==> src/rtl/or_gate.sv <==
// Two-input bitwise OR with a registered shadow copy, bit-0 edge pulses,
// a saturating high-cycle counter and sticky truth-table row coverage.
module or_gate #(
  parameter int WIDTH = 1,
  parameter int CNT_W = 16
) (
  input  logic             clk,
  input  logic             rst_n,
  input  logic [WIDTH-1:0] A,
  input  logic [WIDTH-1:0] B,
  output logic [WIDTH-1:0] O,
  output logic [WIDTH-1:0] O_q,
  output logic             rise,
  output logic             fall,
  output logic [CNT_W-1:0] high_cnt,
  output logic [3:0]       rows_seen,
  output logic             all_rows
);

  logic       prev;
  logic [1:0] row_idx;

  // The gate itself is purely combinational so it works with the clock stopped.
  assign O        = A | B;
  assign row_idx  = {A[0], B[0]};
  assign all_rows = &rows_seen;

  always_ff @(posedge clk) begin
    if (!rst_n) begin
      O_q       <= '0;
      prev      <= 1'b0;
      rise      <= 1'b0;
      fall      <= 1'b0;
      high_cnt  <= '0;
      rows_seen <= '0;
    end else begin
      O_q  <= O;
      prev <= O[0];
      rise <= O[0] & ~prev;
      fall <= ~O[0] & prev;
      // Counter sticks at all-ones rather than wrapping back to zero.
      if (O[0] && (high_cnt != {CNT_W{1'b1}}))
        high_cnt <= high_cnt + 1'b1;
      rows_seen[row_idx] <= 1'b1;
    end
  end

endmodule

==> config.mk <==
export PLATFORM = sky130hd
export DESIGN_NAME = or_gate
export DESIGN_NICKNAME = d
export VERILOG_FILES = /design/src/rtl/or_gate.sv
export SDC_FILE = /design/constraint.sdc
export NUM_CORES = 1
export LEC_CHECK = 0
export BUFFER_PORTS_ARGS = -buffer_cell sky130_fd_sc_hd__buf_2
export CORE_UTILIZATION = 50
export CTS_BUF_LIST = sky130_fd_sc_hd__clkbuf_4 sky130_fd_sc_hd__clkbuf_8 sky130_fd_sc_hd__clkbuf_16
export DETAILED_ROUTE_END_ITERATION = 10
export PLACE_DENSITY = 0.77
export SLEW_MARGIN = 20
export SYNTH_ARGS = -nofsm -noshare
export SYNTH_HDL_FRONTEND = slang
export SYNTH_SLANG_ARGS = --single-unit
==> constraint.sdc <==
create_clock -name clk -period 2.1 [get_ports clk]
set_input_delay 0.105 -clock clk [delete_from_list [all_inputs] [get_ports clk]]
set_output_delay 0.105 -clock clk [all_outputs]
set_load 0.02 [all_outputs]
# After elaboration in Yosys (flattened, before gate mapping)
# Cells that the tools add are included.
totals:
  ff_bits: 23
  in_bits: 4
  output_inout_bits: 25
  elab_cells: 20
classes:
  add_sub_neg: 1
  order_cmp: 2
  n_eq_ne: 1
  mux: 2
  bitwise_logic: 6
  n_reduce_logical: 3
op_table:
  columns: ["operator", "n"]
  rows:
  - ["$add 16x1->16 const B", 1]
  - ["$ne 16x16->1 const B", 1]
  - ["$or 4x4->4", 1]
  - ["$reduce_and 4->1", 1]
  - ["$lt 2x3->1 const B", 1]
  - ["$and 1x1->1", 2]
  - ["$demux 1 s2", 1]
  - ["$ge 2x1->1 const B", 1]
  - ["$logic_and 1x1->1", 2]
  - ["$not 1->1", 2]
  - ["$mux 1", 1]
  - ["$or 1x1->1", 1]

# Depth between registers and ports, before layout
# Gate-level depths: netlist of run 1.
depth:
  word_depth: 5
  ltp_mapped: 6
  depth_no_buf: 5

# Least setup slack after synthesis of run 1
# OpenSTA, ideal clock, no wires.
synth_path:
  kind: "register to register"
  start: "register high_cnt[1]"
  end: "register high_cnt[14]"
  arrival_time_ns: 1.710
  setup_slack_ns: 0.329
  path_stages_with_launch: 6
  path_buffers: 0
  path_cell_list: "dfxtp_1 ha_1 o2111ai_1 nor3_1 a31o_2 and3_1"
synth_via:
  elab_chain_cells: 2
synth_rtl:
  columns: ["element", "line", "rtl"]
  rows:
  - ["from (decl)", "15", "output logic [CNT_W-1:0] high_cnt,"]
  - ["from (signal assigned)", "43", "high_cnt <= high_cnt + 1'b1;"]
  - ["branches (longest 2 deep; another with $add 16x1->16)", null, null]
# Several ways; the timed one is not identified.
# A chain may end at the register's enable or synchronous reset.

# Worst setup path after layout of run 1
layout_path:
  start: "register high_cnt[0]"
  end: "register high_cnt[4]"
# Same word-level chain as after synthesis.

==> summary.txt, run 1 <==
Placed design
  • Port buffer count: 28
  • DPL Wire Length: 1700 um
  • Worst slack at placement: 0.103 ns
  • Cell count after placement: 165
  • Routability cong.: 0.765

Detailed routing
  • Antenna-violating nets left: 0
  • Wire per inst: 14.0 um
  • First-iteration detailed-routing DRC count: 17
  • Drt pass-1 iters: 4
  • Vias: 992
  • Vias per cell: 5.87
  • Wirelength, routed: 2370 um
  • Number of remaining DRC errors: 0

Setup path
  • CP Max Fanout: 9
  • CP Capture Type: register
  • Crit-path cells: ha_1 -> o2111ai_1 -> or3_2 -> a21oi_1
  • Crit path max-delay family: simple AND/OR/NAND/NOR gates
  • WS Path Type: reg2reg
  • Critical path's largest stage delay: 0.53 ns
  • Worst path slowest cell: or3_2
  • CP Buf/Inv Count: 0
  • Worst Path Arrival: 2.20 ns
  • Startpoint Class: register
  • CP required: 2.36 ns

Yosys
  • Yosys cell types: 42
  • Post-Synth XOR/XNOR Area: 0%
  • Mux cell area share after synthesis: 1.88%
  • Synth warn: 0
  • Share of flip-flops with an asynchronous set or reset: 0%
  • Post-synthesis compound-gate area fraction: 20.5%
  • Mapped cell area: 0.00106 sq mm
  • Mapped Nets: 117
  • Seq/Total Area, Yosys: 43.3%
  • EDFF count, synth: 0
  • Synthesized flop and latch total: 23
  • Post-Syn Instances: 112
  • Cell taking the most area after synthesis: dfxtp_1
  • Post-Synth Adder-Cell Area: 1.18%
  • Post-Synth Simple-Gate Area: 30.2%
  • Syn_area_per_cell: 9.48 sq um
  • Synth top area cells: dfxtp_1, a21oi_1, nand3_1, nand2_1, o21a_1
  • Main combinational cell family by area after synthesis: simple AND/OR/NAND/NOR gates
  • Ys flop type: dfxtp_1
  • Synth top area share: 43.3%

Power
  • Psw: 0.203 mW
  • Cell Int Power: 0.551 mW
  • Maximum VDD drop: 502 uV
  • Lkg Pwr: 0.549 nW
  • Clock Power Share: 28.7%
  • Register share of total power: 61.1%
  • Comb power frac: 10.2%
  • Power per Cell Area: 595 mW/mm^2
  • Switching share of power: 26.9%

Clock tree
  • Clk Latency, worst-skew pair: 0.32 ns
  • Clock Path Buffers: 2
  • CTS sink count: 23
  • Post-CTS Setup Bufs: 0
  • Htree depth: 1
  • Clock-pin slew on the worst setup and hold paths: 0.13 ns
  • CTS tree: built
  • Root cell of the clock tree: clkbuf_4
  • TritonCTS Buffers: 3

Floorplanning
  • Die width: 48.1 um
  • Rows: 16
  • Starting Density: 53.6%
  • Core ar.: 0.00198 sq mm
  • Die Y-Extent: 48.1 um
  • Die Area: 0.00231 sq mm
  • Num ports: 29

Run
  • Max cap viols: 0

Global route
  • Total grt overflow: 0
  • First-pass GRT wire length: 3650 um
  • Total global-route track usage: 22.9%
  • Vias in the first global route: 798
  • Initial antenna violation count: 0
  • Largest net degree at the start of global routing: 21

STA
  • Worst Tran Pin Value: 0.676 ns
  • # setup viols final: 0
  • Slew margin rel.: 54.9%
  • Max frequency: 0.516 GHz
  • Final Max Tran Viols: 0
  • Final WS setup: 0.162 ns
  • Hold WS: 0.116 ns
  • Unrepaired setup endpoints after global routing: no
  • Post-route setup TNS: 0 ns
  • Max Clock Skew: 0.00223 ns
  • Fin crit period: 1.94 ns
  • Tcrit/Tclk final: 92.3%
  • Hold Violations, Final: 0

Final layout
  • Area Growth Syn to Fin: 19.2%
  • Finished Layout Cells: 169
  • Post-layout util: 63.9%
  • # nets final: 148
  • Share of cells above drive strength 1: 29.6%
  • Ant. Diodes: 0

Outcome
  • Status: finished, final reports clean

Worst hold path
  • Worst Hold Class: in2reg
## cells by family (layout without fill, tap and decap cells)
group | count (synthesis) | in the layout
buffers and inverters | 7 | 37
adder cells (fa/ha/maj) | 1 | 1
AO/OA/AOI/OAI | 31 | 31
flip-flops | 23 | 23
multiplexers | 2 | 2
AND/OR/NAND/NOR | 48 | 48
## Yosys cell counts, types with 2 or more instances
master / instances
nor2_1: 2
nor3b_1: 2
o21ai_0: 3
mux2i_1: 2
clkbuf_1: 2
nor2b_1: 4
or3_1: 2
nand3_1: 6
nand4_1: 4
o21a_1: 4
and3_1: 2
nor3_1: 3
o211a_1: 2
inv_1: 3
a21oi_1: 9
or4_1: 4
nand2_1: 8
dfxtp_1: 23
o31ai_1: 4
## worst reg2reg max path, stage by stage, from the launching register on
cell and delay (ns):
dfxtp_1 0.51, ha_1 0.32, o2111ai_1 0.36, or3_2 0.53, a21oi_1 0.15
## flip-flops by register name, indices dropped and copies added (netlist names)
signal	count
high_cnt	16
rows_seen	4
fall	1
prev	1
rise	1
## per-stage QoR
stage	instance area (sq um)	power [mW]
5_1_grt	1270	0.779
4_1_cts	1260	0.753
6_report	1270	0.753
3_3_place_gp	1230	0.543
3_5_place_dp	1230	0.547
2_1_floorplan	1060	0.516
## power groups by stage
stage	registers (mW)	logic [mW]	clock network, mW
after floorplan	0.487	0.0289	0
after global placement	0.468	0.0745	0
after detailed placement	0.470	0.0771	0
after CTS	0.460	0.0771	0.215
after global routing	0.463	0.0844	0.232
final	0.460	0.0765	0.216
## what timing repair did
| action | CTS | global route |
|---|---|---|
| gates resized for setup | 0 | 1 |
| setup endpoints to repair | 0 | 2 |
| hold buffers | 0 | 0 |
## cell usage in the layout (no fill, tap or decap), types with 2 or more instances in the layout
| master | netlist | final |
|---|---|---|
| o211a_1 | 2 | 2 |
| o21a_1 | 4 | 4 |
| nor2_1 | 2 | 2 |
| nand4_1 | 4 | 4 |
| mux2i_1 | 2 | 2 |
| nor2b_1 | 4 | 4 |
| nor3b_1 | 2 | 2 |
| nand2_1 | 8 | 8 |
| buf_4 | 1 | 2 |
| or3_1 | 2 | 2 |
| nor3_1 | 3 | 2 |
| and3_1 | 2 | 2 |
| a21oi_1 | 9 | 9 |
| or4_1 | 4 | 4 |
| nand3_1 | 6 | 6 |
| dfxtp_1 | 23 | 23 |
| o21ai_0 | 3 | 3 |
| buf_2 | 0 | 28 |
| inv_1 | 3 | 3 |
| o31ai_1 | 4 | 4 |
| clkbuf_4 | 0 | 3 |
## metal layers
layer | track usage [%] | part of all wire, % | vias to the layer above
met4 | 11.7 | 2.3 | 0
met3 | 3.70 | 3.8 | 6
met1 | 29.8 | 45 | 459
met2 | 36.5 | 48 | 26
met5 | 0 | 0 | -
li1 | - | - | 501
## final timing paths
check / from / end / slack, ns / cells after the start
worst min-delay path: A / rows_seen[3]$_SDFF_PN0_ / 0.12 / 3
worst max register to register: high_cnt[0]$_SDFFE_PN0P_ / high_cnt[4]$_SDFFE_PN0P_ / 0.16 / 4
worst min register to register: prev$_SDFF_PN0_ / rise$_SDFF_PN0_ / 0.44 / 1
worst max-delay path: high_cnt[0]$_SDFFE_PN0P_ / high_cnt[4]$_SDFFE_PN0P_ / 0.16 / 4
## final cells by class
class,instances,area (sq um)
clock buffer,3,22.5
clock inverter,1,7.51
fill,182,716
inverter,3,11.3
multi-input combinational,82,576
sequential,23,460
tap,27,33.8
timing repair buffer,30,155
No activity file was read; power rests on OpenSTA's default activity.
==> run 2: changes to the inputs <==
CELL_PAD_IN_SITES_DETAIL_PLACEMENT = 1   (was default)
CELL_PAD_IN_SITES_GLOBAL_PLACEMENT = 2   (was default)
CORE_UTILIZATION = 30   (was 50)
MAX_ROUTING_LAYER = met4   (was default)
PLACE_DENSITY = default   (was 0.77)
PLACE_DENSITY_LB_ADDON = 0.1   (was default)
==> summary.txt, run 2 (synthesized netlist as in run 1, its figures left out) <==
Power
  • Psw: 0.193 mW
  • Register share of total power: 61.5%
  • Cell Int Power: 0.551 mW
  • Power per Cell Area: 567 mW/mm^2
  • Lkg Pwr: 0.573 nW
  • Clock Power Share: 27.5%
  • Comb power frac: 11.0%
  • Final Power: 0.744 mW
  • Switching share of power: 26.0%
  • Maximum VDD drop: 156 uV

Clock tree
  • Clk Latency, worst-skew pair: 0.31 ns
  • Root cell of the clock tree: clkbuf_4
  • CTS tree: built
  • TritonCTS Buffers: 3
  • Htree depth: 1
  • CTS Hold Buffers Added: 0
  • Clock Path Buffers: 2
  • CTS sink count: 23
  • Post-CTS Setup Bufs: 0
  • Post-CTS resize count: 0
  • Clock-pin slew on the worst setup and hold paths: 0.13 ns

Global route
  • Total global-route track usage: 16.2%
  • Initial antenna violation count: 0
  • Largest net degree at the start of global routing: 21
  • First-pass GRT wire length: 4350 um
  • Total grt overflow: 0
  • Vias in the first global route: 902

STA
  • Worst Tran Pin Value: 0.507 ns
  • Final Max Tran Viols: 0
  • Slew margin rel.: 66.1%
  • Final WS setup: 0.326 ns
  • Hold WS: 0.136 ns
  • Max Clock Skew: 0.00173 ns
  • Max frequency: 0.564 GHz
  • Post-route setup TNS: 0 ns
  • Unrepaired setup endpoints after global routing: no
  • Fin crit period: 1.77 ns
  • Tcrit/Tclk final: 84.5%
  • # setup viols final: 0
  • Hold Violations, Final: 0

Setup path
  • Reg-to-Reg End: high_cnt[11]$_SDFFE_PN0P_
  • Startpoint Class: register
  • CP Capture Type: register
  • Crit-path cells: nand4_4 -> or2_4 -> or4_1 -> a21boi_1
  • CP required: 2.34 ns
  • Worst Path Arrival: 2.02 ns
  • Critical path's largest stage delay: 0.52 ns
  • Worst Setup EP: high_cnt[11]$_SDFFE_PN0P_
  • Worst R2R Setup Slack: 0.33 ns
  • WS Path Type: reg2reg
  • Worst path slowest cell: or4_1
  • Worst reg2reg startpoint: high_cnt[5]$_SDFFE_PN0P_
  • Critical Path Start: high_cnt[5]$_SDFFE_PN0P_
  • Worst-case reg-to-reg path depth: 4
  • CP Max Fanout: 8

Floorplanning
  • Die width: 61.5 um
  • Die Area: 0.00378 sq mm
  • Rows: 21
  • Starting Density: 31.6%
  • Num ports: 29
  • Core ar.: 0.00336 sq mm
  • Die Y-Extent: 61.5 um

Final layout
  • # nets final: 152
  • Commonest cells after routing, fill and taps aside: buf_2, dfxtp_1, a21oi_1, nand2_1
  • Largest registers: high_cnt x16, rows_seen x4
  • Area Growth Syn to Fin: 23.6%
  • Biggest register: high_cnt
  • Finished layout cell area: 0.00131 sq mm
  • Post-layout util: 39.0%
  • Finished Layout Cells: 192
  • Largest register FFs: 16
  • Ant. Diodes: 0
  • Commonest non-fill, non-tap cell in the layout: buf_2
  • Share of cells above drive strength 1: 30.8%

Detailed routing
  • First-iteration detailed-routing DRC count: 26
  • Vias: 1,001
  • Wirelength, routed: 2750 um
  • Antenna-violating nets left: 0
  • Wire per inst: 14.3 um
  • Drt pass-1 iters: 3
  • Number of remaining DRC errors: 0
  • Vias per cell: 5.21

Run
  • Max cap viols: 0

Placed design
  • Area post-placement: 0.00128 sq mm
  • Cell count after placement: 188
  • Port buffer count: 28
  • Worst slack at placement: 0.351 ns
  • Routability cong.: 0.735
  • DPL Wire Length: 2050 um

Worst hold path
  • Worst Hold Class: in2reg

Outcome
  • Status: finished, final reports clean
run 2: critical path: cells and delay by family (launching register included):
kind / cells / cell delay (ns)
AOI/OAI and AO/OA: 1 / 0.19
DFF: 1 / 0.49
and+or+nand+nor: 3 / 1.04
run 2: area by class of cell:
type | instances | area, sq um
clock buffers | 3 | 22.5
clock inverters | 1 | 5.00
fillers | 421 | 2050
inverters | 3 | 11.3
multi-input cells | 82 | 571
flip-flops and latches | 23 | 460
well taps | 46 | 57.6
repair buffers | 34 | 185
run 2: power groups by stage:
stage | sequential (mW) | combinational (mW) | clock, mW
detailed placement | 0.468 | 0.0832 | 0
global placement | 0.467 | 0.0821 | 0
CTS | 0.458 | 0.0833 | 0.221
finish | 0.457 | 0.0821 | 0.205
global route | 0.460 | 0.0925 | 0.241
floorplan | 0.487 | 0.0289 | 0
run 2: worst min path at each step:
stage | slack, ns | end | start | depth (start not counted)
after floorplan | 0.26 | high_cnt[9]$_SDFFE_PN0P_ | rst_n | 2
after global placement | 0.42 | rise$_SDFF_PN0_ | prev$_SDFF_PN0_ | 1
after detailed placement | 0.43 | rise$_SDFF_PN0_ | prev$_SDFF_PN0_ | 1
after CTS | 0.11 | rows_seen[3]$_SDFF_PN0_ | B | 3
after global routing | 0.12 | rows_seen[3]$_SDFF_PN0_ | A | 3
final | 0.14 | rows_seen[3]$_SDFF_PN0_ | A | 3
run 2: routing by layer:
metal  track usage [%]  wire (um)  up-vias
li1                  -          -      505
met1              22.0       1400      478
met2              24.4       1280       16
met3              2.52         59        2
met4              5.71         17        0
met5                 -          0        -
